==> src/rtl/alu_mdu.sv <==
// Combinational ALU plus a multi-cycle multiply/divide unit with HI/LO registers.
// Define ALU_MDU_DIV_EN to build the divider; without it divide opcodes are no-ops.
module alu_mdu #(
    parameter int WIDTH   = 32,
    parameter int MUL_LAT = 5,
    parameter int DIV_LAT = 10
) (
    input  logic             clk,
    input  logic             reset,
    input  logic [WIDTH-1:0] A,
    input  logic [WIDTH-1:0] B,
    input  logic [3:0]       ALUOp,
    output logic [WIDTH-1:0] C,
    output logic             Equal,
    input  logic [2:0]       MDOp,
    input  logic             Start,
    output logic             Busy,
    output logic [WIDTH-1:0] HI,
    output logic [WIDTH-1:0] LO
);

    localparam int SHW    = $clog2(WIDTH);
    localparam int MAXLAT = (MUL_LAT > DIV_LAT) ? MUL_LAT : DIV_LAT;
    localparam int CW     = $clog2(MAXLAT + 1);

    typedef enum logic [1:0] {
        IDLE,
        MUL,
        DIV
    } state_t;

    logic [SHW-1:0]     sh;
    state_t             state, state_nxt;
    logic [CW-1:0]      cnt;
    logic [WIDTH-1:0]   opa, opb;
    logic               op_signed;
    logic               accept;
    logic               done;
    logic [2*WIDTH-1:0] ext_a, ext_b, prod;
    logic [WIDTH-1:0]   res_hi, res_lo;

    assign sh = B[SHW-1:0];

    always_comb begin
        C = '0;
        case (ALUOp)
            4'b0000: C = A + B;
            4'b0001: C = A - B;
            4'b0010: C = A & B;
            4'b0011: C = A | B;
            4'b0100: C = A >> sh;
            4'b0101: C = $signed(A) >>> sh;
            4'b0110: C = A << sh;
            4'b0111: C = A ^ B;
            4'b1000: C = {{(WIDTH-1){1'b0}}, ($signed(A) < $signed(B))};
            4'b1001: C = {{(WIDTH-1){1'b0}}, (A < B)};
            default: C = '0;
        endcase
    end

    assign Equal  = (A == B);

    assign Busy   = (state != IDLE);
    assign accept = (state == IDLE) && Start;
    assign done   = ((state == MUL) && (cnt == CW'(MUL_LAT))) ||
                    ((state == DIV) && (cnt == CW'(DIV_LAT)));

    always_ff @(posedge clk or posedge reset) begin
        if (reset) state <= IDLE;
        else       state <= state_nxt;
    end

    always_comb begin
        state_nxt = state;
        case (state)
            IDLE: begin
                if (Start) begin
                    case (MDOp)
                        3'b000, 3'b001: state_nxt = MUL;
`ifdef ALU_MDU_DIV_EN
                        3'b010, 3'b011: state_nxt = DIV;
`endif
                        default: state_nxt = IDLE;
                    endcase
                end
            end
            MUL, DIV: if (done) state_nxt = IDLE;
            default:  state_nxt = IDLE;
        endcase
    end

    // Operands are captured at acceptance so later input changes cannot disturb the result.
    always_ff @(posedge clk or posedge reset) begin
        if (reset) begin
            cnt       <= '0;
            opa       <= '0;
            opb       <= '0;
            op_signed <= 1'b0;
        end else begin
            if (state == IDLE) cnt <= CW'(1);
            else               cnt <= cnt + CW'(1);
            if (accept) begin
                opa       <= A;
                opb       <= B;
                op_signed <= ~MDOp[0];
            end
        end
    end

    // One double-width multiplier serves both signednesses via the extension bit.
    assign ext_a = {{WIDTH{op_signed & opa[WIDTH-1]}}, opa};
    assign ext_b = {{WIDTH{op_signed & opb[WIDTH-1]}}, opb};
    assign prod  = ext_a * ext_b;

`ifdef ALU_MDU_DIV_EN
    logic             a_neg, b_neg;
    logic [WIDTH-1:0] ua, ub, uq, ur, quo, rem;

    // Sign-magnitude divide; most-negative / -1 falls out as quotient = most-negative.
    always_comb begin
        a_neg = op_signed & opa[WIDTH-1];
        b_neg = op_signed & opb[WIDTH-1];
        ua    = a_neg ? -opa : opa;
        ub    = b_neg ? -opb : opb;
        uq    = '0;
        ur    = '0;
        quo   = '1;
        rem   = opa;
        if (opb != '0) begin
            uq  = ua / ub;
            ur  = ua % ub;
            quo = (a_neg ^ b_neg) ? -uq : uq;
            rem = a_neg ? -ur : ur;
        end
    end
`endif

    always_comb begin
        res_hi = prod[2*WIDTH-1:WIDTH];
        res_lo = prod[WIDTH-1:0];
`ifdef ALU_MDU_DIV_EN
        if (state == DIV) begin
            res_hi = rem;
            res_lo = quo;
        end
`endif
    end

    always_ff @(posedge clk or posedge reset) begin
        if (reset) begin
            HI <= '0;
            LO <= '0;
        end else if (accept && (MDOp == 3'b100)) begin
            HI <= A;
        end else if (accept && (MDOp == 3'b101)) begin
            LO <= A;
        end else if (done) begin
            HI <= res_hi;
            LO <= res_lo;
        end
    end

endmodule
==> config.mk <==
export PLATFORM = sky130hd
export DESIGN_NAME = alu_mdu
export DESIGN_NICKNAME = d
export VERILOG_FILES = /design/src/rtl/alu_mdu.sv
export SDC_FILE = /design/constraint.sdc
export NUM_CORES = 2
export LEC_CHECK = 0
export BUFFER_PORTS_ARGS = -buffer_cell sky130_fd_sc_hd__buf_2
export CORE_ASPECT_RATIO = 0.5
export CORE_MARGIN = 1
export CORE_UTILIZATION = 36
export DETAILED_ROUTE_END_ITERATION = 12
export GPL_ROUTABILITY_DRIVEN = 0
export PLACE_DENSITY = 0.55
export SETUP_SLACK_MARGIN = 0.02
export SLEW_MARGIN = 15
export SYNTH_ARGS = -nofsm -noshare
export SYNTH_HDL_FRONTEND = slang
export SYNTH_SLANG_ARGS = --single-unit
==> constraint.sdc <==
create_clock -name clk -period 13 [get_ports clk]
set_clock_uncertainty 0.15 [all_clocks]
set_input_delay 0 -clock clk [delete_from_list [all_inputs] [get_ports clk]]
set_output_delay 0 -clock clk [all_outputs]
set_load 0.005 [all_outputs]
==> summary.md <==
| Metric | Value |
|---|---|
| Status | `completed` |
| IO Pins | `172` |
| Max Fclk | `0.1026 GHz` |
| Critical path class | `reg -> reg` |
| Mapped Cells | `5,920` |
| Worst-path clk slew | `70 ps` |
| CP dominant cell by count | `fa_1` |
| WP data required | `13,150 ps` |
| Synth top area share | `0.4425` |
| Routed Antenna Nets | `0` |
| Netlist cell types | `90` |
| Total grt overflow | `0` |
| Die area | `143,200 µm²` |
| Share of layout cells above drive strength 1 | `0.06375` |
| Clock root buffer | `clkbuf_16` |
| Worst slew margin | `0.1213` |
| EDFF count, synth | `0` |
| Synth area leader | `fa_1` |
| Hold/Removal Path Class | `in -> async` |
| Commonest non-fill, non-tap cell in the layout | `inv_1` |
| Worst-case clock buffer depth | `2` |
| Clock sinks | `134` |
| Max_cap viols | `0` |
| Critical Path AT | `9900 ps` |
| Routed length per instance | `21.07 µm` |
| Syn nets | `7,432` |
| Crit Path Max Fanout | `22` |
| Area Growth Syn to Fin | `7.212%` |
| DP HPWL | `130,400 µm` |
| Site Rows | `97` |
| CTS tree | `yes` |
| Placed insts | `7,702` |
| Nets | `7,413` |
| #FFs+latches synth | `134` |
| Worst-Margin Slew | `1315 ps` |
| Core Util, Final | `0.3896` |
| Die Wd | `534.2 µm` |
| First drt pass iteration count | `6` |
| Final Critical Period | `9750 ps` |
| Post-CTS sizing | `0` |
| Worst path max stage delay | `920 ps` |
| CP endpoint kind | `flop` |
| Setup Fix Bufs, Post-CTS | `0` |
| Via count | `41,097` |
| Worst-skew pair later-pin latency | `460 ps` |
| GRT Overall Usage | `0.2351` |
| Synth top area cells | `fa_1 44%, inv_1 9.0%, ha_1 7.6%, nand2_1 6.9%, dfrtp_1 6.6%` |
| Synth Cell Area | `50,990 µm²` |
| First-pass GRT wire length | `256,400 µm` |
| Largest net degree at the start of global routing | `87` |
| Average size of a mapped cell | `8.613 µm²` |
| CP startpoint kind | `flop` |
| Count of buffers from port buffering | `171` |
| Initial antenna violation count | `15` |
| Vias in the first global route | `41,646` |
| DR iter-0 viols | `4,179` |
| Final Max Slew Viols | `0` |
| Num CTS Buffers | `17` |
| Final Hold Vio Count | `0` |
| Ys async rst share | `1.000` |
| Slowest-stage cell, CP | `dfrtp_1` |
| Synth warn | `0` |
| Sequential share of the synthesized area | `0.06576` |
| Non-filler instance count after layout | `7,805` |
| H-Tree Level Count | `4` |
| Setup TNS after final layout | `0 ps` |
| Buffers & Inverters on Critical Path | `7` |
| Fin crit share | `0.7500` |
| RSZ-0062 raised after global routing | `false` |
| Core Region | `140,300 µm²` |
| Initial Util | `0.3634` |
| Primary FF master, synth | `dfrtp_1` |
| Commonest non-fill, non-tap cells in the layout | `1,215 x inv_1, 1,127 x fa_1, 940 x nand2_1` |
| Crit-path leading delay family | `adder cells` |
| Via/cell ratio | `5.265` |
| Height of the die | `268.1 µm` |
| # hold bufs at CTS | `61` |
| Drt drc | `0` |
| Detailed Route WL | `164,400 µm` |
| Final Setup Violations | `0` |
[worst register-to-register path, delay by kind of cell, from the launching register on]
kind,cells,cell delay [ps]
AOI/OAI and AO/OA,9,1690
xor gates and xnor gates,1,130
adders and majority gates,9,4680
buffers and inverters,7,1080
DFF,1,920
and+or+nand+nor,2,930
[per-stage QoR]
step                      hold slack (ps)  worst slack [ps]  area, µm²
after floorplan                    -51.82              4660      50990
after global placement             -25.35              3424      53430
after detailed placement           -21.24              3321      53430
after CTS                           1.826              3284      54640
after global routing                36.42              2702      54650
final                               16.37              3250      54670
[routing by layer]
layer  GRT usage  routed length [µm]
met1      0.3393               72860
met3     0.02752               12440
met4     0.06330                4773
met2      0.3737               74320
met5           0                  35
[final cells by class]
type	count	area (µm²)
clock inverters	15	177.7
clock buffers	17	425.4
well taps	1881	2354
fillers	14528	85630
repair buffers	326	2172
diodes	10	25.02
inverters	1220	4584
multi-input cells	4202	41570
flip-flops and latches	134	3356
[cell families after synthesis]
family | count (synthesis) | synth area share
compound gates | 854 | 0.1061
mux | 74 | 0.01831
simple gates | 1739 | 0.1548
buf+inv | 1584 | 0.1196
fa+ha+maj | 1438 | 0.5188
flops | 134 | 0.06576
xor+xnor | 97 | 0.01666
[cell usage after synthesis, types with 33 or more instances]
cell type,n
xnor2_1,68
nor2_1,245
nand2_1,941
inv_1,1216
a21oi_1,213
o21ai_0,243
mux2i_1,46
dfrtp_1,134
a31oi_1,33
fa_1,1127
clkbuf_1,313
and2_1,351
ha_1,311
o211ai_1,34
a211oi_1,49
[flip-flops by register name, indices dropped and copies added (netlist names)]
name,count
cnt,4
HI,32
LO,32
op_signed,1
opb,32
state,1
opa,32
[worst paths after layout]
kind / from / to / slack (ps) / cells past startpoint
min in group clk: MDOp[1] / HI[8] / 20 / 4
hold reg to reg: opa[7] / opa[7] / 330 / 2
setup / recovery: op_signed / HI[31] / 3250 / 28
max in group asynchronous: reset / opb[16] / 11230 / 4
hold / removal: reset / LO[17] / 20 / 3
setup reg to reg: op_signed / HI[31] / 3250 / 28
Power is not shown: default switching activity piles up to over one toggle a cycle in this logic, so the estimate is an artifact.
